<file path="config.mk">
export PLATFORM = sky130hd
export DESIGN_NAME = exp_pair_scheduler
export DESIGN_NICKNAME = d
export VERILOG_FILES = /design/src/rtl/exp_pair_scheduler_pkg.sv /design/src/rtl/exp_pair_scheduler_lsb.sv /design/src/rtl/exp_pair_scheduler.sv
export SDC_FILE = /design/constraint.sdc
export NUM_CORES = 1
export LEC_CHECK = 0
export CAP_MARGIN = 10
export CORE_MARGIN = 4
export CORE_UTILIZATION = 43
export CTS_CLUSTER_SIZE = 40
export DETAILED_ROUTE_END_ITERATION = 8
export GPL_ROUTABILITY_DRIVEN = 0
export GPL_TIMING_DRIVEN = 0
export PLACE_DENSITY = 0.66
export SKIP_LAST_GASP = 1
export SYNTH_ARGS = -nofsm -noshare
export SYNTH_HDL_FRONTEND = slang
export SYNTH_SLANG_ARGS = --single-unit
</file>
<file path="constraint.sdc">
create_clock -name clk -period 2.6 [get_ports clk]
set_input_delay 0.52 -clock clk [delete_from_list [all_inputs] [get_ports clk]]
set_output_delay 0.52 -clock clk [all_outputs]
set_load 0.005 [all_outputs]
</file>
<file path="src/rtl/exp_pair_scheduler_pkg.sv">
// Shared widths, state enum and helpers for the exponent-pair scheduler.
// Operand magnitudes are 8 bits, so bit indices are 3 bits and their sum is 4.
package exp_pair_scheduler_pkg;

  localparam int OPERAND_W = 8;
  localparam int EXP_W     = 3;
  localparam int SUM_W     = 4;

  typedef enum logic [0:0] {
    IDLE = 1'b0,
    RUN  = 1'b1
  } state_e;

  function automatic logic [SUM_W-1:0] sum_exps(
    input logic [EXP_W-1:0] a,
    input logic [EXP_W-1:0] b
  );
    return {1'b0, a} + {1'b0, b};
  endfunction

endpackage

</file>
<file path="src/rtl/exp_pair_scheduler_lsb.sv">
// Lowest-set-bit finder: index of the least significant 1 in vec.
// When vec is zero, found is low and idx reads as 0.
module lowest_set_bit
  import exp_pair_scheduler_pkg::*;
(
  input  logic [OPERAND_W-1:0] vec,
  output logic [EXP_W-1:0]     idx,
  output logic                 found
);

  // Scan from the top so that the lowest set bit is the one left in idx.
  always_comb begin
    idx   = '0;
    found = 1'b0;
    for (int i = OPERAND_W - 1; i >= 0; i--) begin
      if (vec[i]) begin
        idx   = EXP_W'(i);
        found = 1'b1;
      end
    end
  end

endmodule

</file>
<file path="src/rtl/exp_pair_scheduler.sv">
// Walks every (activation bit, weight bit) pair of one operand pair and
// emits the summed bit exponents, activation-bit-major, one beat per cycle.
module exp_pair_scheduler
  import exp_pair_scheduler_pkg::*;
(
  input  logic                 clk,
  input  logic                 rst,
  input  logic                 InValid,
  output logic                 InReady,
  input  logic [OPERAND_W-1:0] InAct,
  input  logic [OPERAND_W-1:0] InWeight,
  input  logic                 InSign,
  output logic                 OutValid,
  input  logic                 OutReady,
  output logic [SUM_W-1:0]     SumExps,
  output logic                 OutSign,
  output logic                 OutZero,
  output logic                 OutLast
);

  state_e                 state_q, state_d;
  logic [OPERAND_W-1:0]   w_q, w_d;
  logic [OPERAND_W-1:0]   arem_q, arem_d;
  logic [OPERAND_W-1:0]   wrem_q, wrem_d;
  logic                   sign_q, sign_d;
  logic                   zero_q, zero_d;

  logic [EXP_W-1:0]       a_idx, w_idx;
  logic                   a_any, w_any;
  logic                   a_one, w_one;
  logic                   run;
  logic [OPERAND_W-1:0]   wrem_clr;

  lowest_set_bit u_lsb_a (
    .vec   (arem_q),
    .idx   (a_idx),
    .found (a_any)
  );

  lowest_set_bit u_lsb_w (
    .vec   (wrem_q),
    .idx   (w_idx),
    .found (w_any)
  );

  assign run      = (state_q == RUN);
  assign a_one    = a_any &&
                    ((arem_q & (arem_q - OPERAND_W'(1))) == '0);
  assign w_one    = w_any &&
                    ((wrem_q & (wrem_q - OPERAND_W'(1))) == '0);
  assign wrem_clr = wrem_q & (wrem_q - OPERAND_W'(1));

  // Outputs are combinational so SumExps reaches the one-hot stage directly.
  assign InReady  = !run;
  assign OutValid = run;
  assign OutSign  = sign_q;
  assign OutZero  = run && zero_q;
  assign OutLast  = run && (zero_q || (a_one && w_one));
  assign SumExps  = (run && !zero_q) ? sum_exps(a_idx, w_idx) : '0;

  always_comb begin
    state_d = state_q;
    w_d     = w_q;
    arem_d  = arem_q;
    wrem_d  = wrem_q;
    sign_d  = sign_q;
    zero_d  = zero_q;
    unique case (state_q)
      IDLE: begin
        if (InValid) begin
          w_d     = InWeight;
          arem_d  = InAct;
          wrem_d  = InWeight;
          sign_d  = InSign;
          zero_d  = (InAct == '0) || (InWeight == '0);
          state_d = RUN;
        end
      end
      RUN: begin
        if (OutReady) begin
          if (OutLast) state_d = IDLE;
          if (!zero_q) begin
            wrem_d = wrem_clr;
            // Weight bits exhausted: step to the next activation bit.
            if (wrem_clr == '0) begin
              arem_d = arem_q & (arem_q - OPERAND_W'(1));
              wrem_d = w_q;
            end
          end
        end
      end
    endcase
  end

  always_ff @(posedge clk) begin
    if (rst) begin
      state_q <= IDLE;
      w_q     <= '0;
      arem_q  <= '0;
      wrem_q  <= '0;
      sign_q  <= 1'b0;
      zero_q  <= 1'b0;
    end else begin
      state_q <= state_d;
      w_q     <= w_d;
      arem_q  <= arem_d;
      wrem_q  <= wrem_d;
      sign_q  <= sign_d;
      zero_q  <= zero_d;
    end
  end

endmodule

</file>
==> impl_metrics.ini, run 1 <==
[cts]
htree_levels = 1
cts_buffers = 3
clockBufferDepth = 2
path_clk_slew_ns = 0.11
clk-insertion-delay-late_ns = 0.28
hold_buffers = 0
cts-root-buf = clkbuf_8
cts_tree = yes
cts_sinks = 27

[timing]
fin_ws_ns = -0.05014
fin_skew_ns = 0.01087
slew_violations = 0
final.min_clock_period_ns = 2.650
max_freq_mhz = 377.3
whs_ns = 0.4618
finalHoldViolCount = 0
rsz0062_at_grt = true
tightest_slew_ns = 0.5231
setup_viol = 1
fin_crit_sh_pct = 101.9
slew_headroom_pct = 65.00

[routing]
drcViolationCount = 0
finalWirelength_um = 5144
drtPass1Iterations = 4
viasPerCell = 5.772
drtIter0Drc = 124
postRouteAntennaNets = 0
vias = 1801
wl_per_cell_um = 16.49

[global_route]
grt_max_degree = 17
grt_use_total_pct = 20.73
antenna_found_initial = 0
globalRouteOverflowTotal = 0
first_global_vias = 1718
grt_pass1_wl_um = 8404

[placement]
post-place-ws_ns = -0.2979
dpl.hpwl_um = 3697
io_buffer_count = 28
placed_cells = 303

[critical_path]
end_kind = output pin
critPathCapture = OutLast
rr_endpoint = OutValid
critPathLaunchType = flop
critPathSlowestCell = or4_4
rrSetupSlack_ns = 0.49
r2r_cells = 7
max_stage_delay_ns = 0.54
critPathMaxFanout = 6
crit_start = arem_q[1]
worstReg2RegStart = arem_q[1]
critPathRequiredTime_ns = 2.08
path_cells = or4_4 -> o31a_1 -> o32ai_2 -> a41o_1 -> buf_2
crit_type = flop to output pin
arrival_ns = 2.13

[power]
intPower_uw = 851.9
powerDensity_nw_per_um2 = 627.5
peakVddDrop_v = 0.0003205
power_frac_comb_pct = 43.4
power.share.sequential_pct = 38.2
p_leak_nw = 0.8388
pwr-share-clk_pct = 18.3
swShare_pct = 38.35
p_sw_uw = 530.0

[logic_synthesis]
yosysSeqAreaShare_pct = 31.60
ys_warn_count = 0
synthCells = 227
synthesis.area_sq_um = 1710
synthArstFlopShare_pct = 0
ys.flop_type = dfxtp_1
yosysUniqueCellTypes = 49
ys_seq_elements = 27
syn_nets = 252
syn-mean-instance-area_sq_um = 7.535
synth-edff-count = 0

[layout]
final_common_cell = nand2_1
syn_to_final_growth_pct = 28.75
antenna_cells_inserted = 0
layout_common_cells = 36 x nand2_1, 24 x a21oi_1, 23 x clkdlybuf4s50_1
instances_no_fill = 312
fin_nets = 290
fillerInstances = 383
drive_gt1_share_pct = 18.56

[floorplan]
start_util_pct = 45.69
io_pins = 30
die_area_sq_um = 5051
core-area_sq_um = 3744
core.rowCount = 22
die_w_um = 71.07
die_h_um = 71.07

[status]
status = finished with violations
violations = negative setup slack

[min_path]
min_from = w_q[3]
hp-class = flop to flop

[job]
drv_cap = 0
[critical path: cells and delay by family, from the launching register on]
| family | cells | cell delay, ns |
|---|---|---|
| compound gates | 3 | 0.81 |
| simple gates | 1 | 0.54 |
| flops | 1 | 0.37 |
| buf+inv | 1 | 0.12 |
[stage by stage]
stage	TNS, ns	cell area (sq um)	total power [mW]	utilization [%]
2_1_floorplan	0	1710	0.8836	-
3_3_place_gp	-0.7047	2051	1.056	54.78
3_5_place_dp	-0.8398	2051	1.067	54.78
4_1_cts	-0.05911	2170	1.360	57.95
5_1_grt	-0.3231	2202	1.478	58.82
6_report	-0.05014	2202	1.382	58.82
[cell type report]
| type | count | area, sq um | area share (%) |
|---|---|---|---|
| clock inverter | 1 | 7.507 | 0.3409 |
| tap | 48 | 60.06 | 2.727 |
| buffer | 8 | 30.03 | 1.364 |
| multi-input combinational | 176 | 1106 | 50.23 |
| clock buffer | 3 | 41.29 | 1.875 |
| inverter | 11 | 41.29 | 1.875 |
| sequential | 27 | 574.3 | 26.08 |
| timing repair buffer | 38 | 341.6 | 15.51 |
[power by group through the flow]
stage,combinational [mW],clock (mW),sequential [mW]
after floorplan,0.376,0,0.508
after global routing,0.670,0.272,0.536
after detailed placement,0.545,0,0.522
after global placement,0.535,0,0.521
final,0.600,0.253,0.528
after CTS,0.580,0.256,0.524
[logic make-up (layout without fill, tap and decap cells)]
group / after synthesis / after routing / share of synthesized area [%]
AO/OA/AOI/OAI: 81 / 81 / 31.16
flip-flops: 27 / 27 / 31.60
AND/OR/NAND/NOR: 87 / 87 / 25.38
XOR/XNOR: 1 / 1 / 0.5122
multiplexers: 1 / 1 / 0.5852
buffers and inverters: 24 / 61 / 6.218
adder cells (fa/ha/maj): 6 / 6 / 4.536
[state kept, by name (all words and copies together), names as in the netlist]
signal,flops
zero_q,1
w_q,8
wrem_q,8
arem_q,8
OutValid,1
OutSign,1
[worst min-delay path by stage]
stage | cells after the start | end | slack [ns]
floorplan | 2 | w_q[4] | 0.44
global placement | 2 | w_q[6] | 0.45
detailed placement | 2 | w_q[5] | 0.45
CTS | 2 | w_q[1] | 0.46
global route | 2 | w_q[7] | 0.48
finish | 2 | w_q[3] | 0.46
[what timing repair did]
action / CTS / global route
endpoints found under the setup margin: 5 / 5
gates resized for setup: 42 / 9
buffers inserted: 9 / 1
pin swaps: 10 / 5
[Yosys cell counts (all sizes together), types with 2 or more instances]
library cell,n,area share [%]
dfxtp,27,32
a21oi,30,9.7
maj3,2,1.2
o21bai,2,0.88
nor2,21,4.6
a31oi,2,0.73
nand2b,2,0.73
inv,11,2.4
a221oi,2,1.0
clkbuf,10,2.2
nor4,6,3.9
o31ai,2,0.88
a311oi,4,2.0
and3,4,1.5
or3,5,1.8
a21o,2,0.88
a211oi,9,3.9
nand3,5,1.5
o21ai,16,4.7
ha,3,2.2
a2111o,2,1.3
or2,2,0.73
nand2,36,7.9
buf,3,1.6
[metal layers]
| metal | vias up | track usage [%] | routed length (um) |
|---|---|---|---|
| met5 | - | 0 | 0 |
| met4 | 0 | 5.846 | 91 |
| met3 | 10 | 2.983 | 258 |
| met2 | 51 | 32.96 | 2298 |
| met1 | 833 | 29.19 | 2495 |
| li1 | 907 | - | - |
Power figures use the tool's default switching activity.
==> run 2: changes to the inputs <==
--- a/config.mk
+++ b/config.mk
@@ -6,13 +6,14 @@
 export NUM_CORES = 1
 export LEC_CHECK = 0
 export CAP_MARGIN = 10
+export CORE_ASPECT_RATIO = 0.9
 export CORE_MARGIN = 4
-export CORE_UTILIZATION = 43
+export CORE_UTILIZATION = 30
 export CTS_CLUSTER_SIZE = 40
 export DETAILED_ROUTE_END_ITERATION = 8
 export GPL_ROUTABILITY_DRIVEN = 0
 export GPL_TIMING_DRIVEN = 0
-export PLACE_DENSITY = 0.66
+export PLACE_DENSITY = 0.51
 export SKIP_LAST_GASP = 1
 export SYNTH_ARGS = -nofsm -noshare
 export SYNTH_HDL_FRONTEND = slang
==> constraint.sdc (replaced) <==
create_clock -name clk -period 2.2 [get_ports clk]
set_input_delay 0.44 -clock clk [delete_from_list [all_inputs] [get_ports clk]]
set_output_delay 0.44 -clock clk [all_outputs]
set_load 0.005 [all_outputs]
==> run 2 against run 1 <==
Net effect: the flow still finishes with violations (negative setup slack); clock power up 19%; cell area up 5.8%; die area up 38%; critical path depth up 3; largest power group unchanged.
==> impl_metrics.ini, run 2 (synthesized netlist as in run 1, its figures left out) <==
[status]
status = finished with violations
violations = negative setup slack

[global_route]
grt_pass1_wl_um = 8618
globalRouteOverflowTotal = 0
antenna_found_initial = 0
grt_max_degree = 16
first_global_vias = 1697
grt_use_total_pct = 15.80

[critical_path]
rr_endpoint = OutValid
critPathMaxFanout = 3
critPathLaunchType = flop
path_delay_family = simple AND/OR/NAND/NOR gates
crit_type = flop to output pin
rrSetupSlack_ns = 0.03
worstReg2RegStart = arem_q[0]
max_stage_delay_ns = 0.55
critPathSlowestCell = or4_4
end_kind = output pin
critPathRequiredTime_ns = 1.76
path_cells = or4_4 -> buf_6 -> a21oi_4 -> ha_4 -> buf_4 -> xor2_1 -> nor2_1 -> buf_2
r2r_cells = 8
arrival_ns = 2.14
cp_num_buf_inv = 3

[routing]
postRouteAntennaNets = 0
finalWirelength_um = 5358
drcViolationCount = 0
wl_per_cell_um = 15.76
viasPerCell = 5.312
drtIter0Drc = 124
vias = 1806
drtPass1Iterations = 5

[layout]
antenna_cells_inserted = 0
fillerInstances = 551
largest_registers = arem_q (8), w_q (8), wrem_q (8)
fin_nets = 299
final_common_cell = nand2_1
drive_gt1_share_pct = 23.44
seqCellArea_sq_um = 574.3
syn_to_final_growth_pct = 36.21
multi_input_area_sq_um = 1150
layout_common_cells = 36 x nand2_1, 23 x a21oi_1, 23 x clkdlybuf4s50_1
instances_no_fill = 340
design_area_sq_um = 2330
fin_util_pct = 43.30

[cts]
cts-root-buf = clkbuf_8
htree_levels = 1
hold_buffers = 0
clockBufferDepth = 2
path_clk_slew_ns = 0.10
cts_tree = yes
cts_sinks = 27
clk-insertion-delay-late_ns = 0.28
cts_buffers = 3

[min_path]
min_path_cells = 2
hp-class = flop to flop
min_to = OutSign
min_from = OutSign

[timing]
fin_ws_ns = -0.3758
max_freq_mhz = 388.2
final.min_clock_period_ns = 2.576
finalHoldViolCount = 0
fin_skew_ns = 0.004698
slew_headroom_pct = 57.10
fin_crit_sh_pct = 117.1
rsz0062_at_grt = true
tightest_slew_ns = 0.6435
whs_ns = 0.4631
tns_ns = -1.063
slew_violations = 0
setup_viol = 4

[power]
total_power_mw = 1.707
peakVddDrop_v = 0.0002965
powerDensity_nw_per_um2 = 732.7
p_leak_nw = 0.8888

[placement]
io_buffer_count = 28
dpl.hpwl_um = 3903
dpl-instance-area_sq_um = 2074
placed_cells = 322
post-place-ws_ns = -0.5903

[floorplan]
io_pins = 30
die_area_sq_um = 6975
core-area_sq_um = 5380
die_w_um = 87.59
core.rowCount = 25
die_h_um = 79.63
start_util_pct = 31.79

[job]
drv_cap = 0
run 2: cell count changes in the layout (fill, tap and decap cells not counted), sizes merged:
cell	previous run	this run
clkinvlp	1	0
clkbuf	11	10
dlymetal6s2s	1	0
clkinv	0	1
buf	14	25
run 2: worst register-to-register path: stages, from the launching register on:
cell and delay [ns]:
dfxtp_4 0.35, or4_4 0.55, buf_4 0.18, nor4_4 0.19, o32ai_2 0.13, a41o_1 0.24
buf_4 0.13, buf_4 0.12, a211oi_2 0.20
run 2: per-layer routing:
| layer | vias to the layer above | global-route usage (%) | wire (um) | share of wire (%) |
|---|---|---|---|---|
| li1 | 924 | - | - | - |
| met1 | 814 | 22.97 | 2539 | 47 |
| met2 | 64 | 24.32 | 2428 | 45 |
| met3 | 4 | 1.754 | 327 | 6.1 |
| met4 | 0 | 4.601 | 63 | 1.2 |
| met5 | - | 0 | 0 | 0 |
run 2: power breakdown:
part / switching, mW / leakage, nW / internal, mW
Combinational: 0.406 / 0.634 / 0.384
Clock: 0.174 / 0.0255 / 0.127
Sequential: 0.0703 / 0.229 / 0.546
Total: 0.650 / 0.889 / 1.06
run 2: worst max path at each step:
stage | start | end | cells after the start
2_1_floorplan | arem_q[2] | OutLast | 6
3_3_place_gp | arem_q[2] | OutLast | 7
3_5_place_dp | arem_q[2] | OutLast | 7
4_1_cts | arem_q[0] | OutLast | 5
5_1_grt | arem_q[0] | SumExps[2] | 8
6_report | arem_q[0] | SumExps[2] | 8
run 2: area by class of cell:
| cell class | instances | area share (%) |
|---|---|---|
| multi-input cells | 176 | 49.36 |
| flip-flops and latches | 27 | 24.65 |
| repair buffers | 46 | 16.92 |
| well taps | 67 | 3.598 |
| clock buffers | 3 | 1.772 |
| inverters | 11 | 1.772 |
| plain buffers | 9 | 1.719 |
| clock inverters | 1 | 0.2148 |
run 2: what timing repair did:
| action | CTS | global route |
|---|---|---|
| resized for setup | 51 | 14 |
| cloned | 0 | 0 |
| endpoints found under the setup margin | 7 | 14 |
| pin swaps | 10 | 9 |
| buffers inserted | 13 | 5 |
==> patch, RTL diff (config.mk and constraints of run 2) <==
Make the reset (`rst`) asynchronous in one clocked block.
--- a/src/rtl/exp_pair_scheduler.sv
+++ b/src/rtl/exp_pair_scheduler.sv
@@ -92,7 +92,7 @@
     endcase
   end
 
-  always_ff @(posedge clk) begin
+  always_ff @(posedge clk or posedge rst) begin
     if (rst) begin
       state_q <= IDLE;
       w_q     <= '0;
Formal check against the unedited RTL: differs if rst is asserted again (counterexample within 4 cycles, from zero or initial values and one cycle with rst high); with rst held inactive, the same outputs for 4 cycles.
==> patch against run 2 <==
  * Clock power hardly changed
  * Routed wire length up 0.28%
  * Die area up 0.47%
  * Largest cell class unchanged
  * Worst setup slack worse by 0.11 ns
  * Sequential power increased by 70%
  * The flow still finishes with violations (setup timing)
  * Total power increased by 68%
  * Sequential cell count did not move
  * Final area grew 5.7%
  * Hold slack worse by 0.060 ns
  * Critical path type unchanged
  * Register-to-register slack improved by 0.03 ns
  * Area after synthesis increased by 0.51%
==> patch: results (changes against run 2) <==
Vias in the first global route: 1695 (-0.12%)
Multi-input gates: 157 (-11%)
Final setup viols: 4 (unchanged)
Register area: 692 um^2 (+20%)
Pre-antenna DRT Iters: 4 (-1)
Placed cells: 302 (-6.2%)
Non-CTS buffers: 59 (+7.3%)
Setup TNS Final: -1.57 ns (-0.508 ns)
Synth Net Count: 231 (-8.3%)
WHS: 0.403 ns (-0.0598 ns)
Setup ws final: -0.487 ns (-0.112 ns)
Reg-to-reg critical path startpoint: wrem_q[0]$_DFFE_PP0P_
Crit path max fanout: 5 (+2)
Place WS: -0.728 ns (-0.137 ns)
Avg WL per Cell: 16.6 um (+5.2%)
Fraction of layout cells with a size suffix above 1: 30.4% (+6.9 points)
Syn Inst Count: 206 (-9.3%)
Flop2flop setup slack: 0.06 ns (+0.03 ns)
Fill cells: 557 (+1.1%)
Worst path max stage delay: 0.51 ns (-0.04 ns)
Dpl cell area: 0.00210 mm^2 (+1.1%)
Reg2reg path depth: 7 (-1)
Reg-to-reg endpoint: arem_q[6]$_DFFE_PP0P_
Hold crit path type: in -> async
Failing checks: setup timing
Status: finished, violations left
Async S/R FF share, synth: 100% (+100 points)
Slew margin rel.: 58.3% (+1.2 points)
Internal: 1610 uW (+53%)
Layout non-clock buf frac: 20.8% (+2.2 points)
PortBufs: 29 (+3.6%)
Nonclk inv count: 10 (-1)
Top post-synthesis cells by count: nand2_1 (37), dfrtp_1 (27), nor2_1 (18), nor3_1 (15), a21oi_1 (11)
Met2 Use GR: 23.8% (-0.53 points)
## patch: changes by cell type in the layout (fill, tap and decap cells not counted), moves of 8 or more
cell and delta:
dfrtp_2 +13, dfxtp_4 -8, nor3_1 +12, a21oi_1 -15, dfxtp_1 -16, o21ai_0 -8
dfrtp_1 +14
## patch: power groups by stage
stage / sequential, uW / combinational, uW / clock, uW
after floorplan: 891 / 828 / 0
after global placement: 959 / 1240 / 0
after detailed placement: 958 / 1250 / 0
after CTS: 988 / 1410 / 305
after global routing: 1080 / 1680 / 336
final: 1050 / 1510 / 303
## patch: kinds of logic after synthesis
family                     count (synthesis)  share of synthesized area, %
and+or+nand+nor                           96                          27.0
AOI/OAI and AO/OA                         53                          22.6
DFF                                       27                          39.3
buffers and inverters                     22                          5.39
adders and majority gates                  7                          5.17
xor gates and xnor gates                   1                         0.510
## patch: worst max-delay path by stage
| stage | end | slack [ns] | from | cells after the start |
|---|---|---|---|---|
| floorplan | OutLast | -0.07 | wrem_q[0]$_DFFE_PP0P_ | 6 |
| finish | OutLast | -0.49 | arem_q[6]$_DFFE_PP0P_ | 7 |
| detailed placement | OutLast | -0.73 | wrem_q[0]$_DFFE_PP0P_ | 7 |
| global placement | OutLast | -0.77 | wrem_q[0]$_DFFE_PP0P_ | 7 |
| global route | OutLast | -0.59 | arem_q[6]$_DFFE_PP0P_ | 7 |
| CTS | OutLast | -0.53 | arem_q[0]$_DFFE_PP0P_ | 6 |
## patch: per-layer routing
metal / share of wire, % / up-vias
li1: - / 849
met1: 48 / 860
met2: 46 / 42
met3: 4.9 / 4
met4: 0.99 / 0
met5: 0 / -
## patch: timing repair
action,in CTS,in global routing
hold buffers,0,0
buffers inserted,15,7
setup endpoints to repair,5,21
gates resized for setup,49,19
pin swaps,13,20
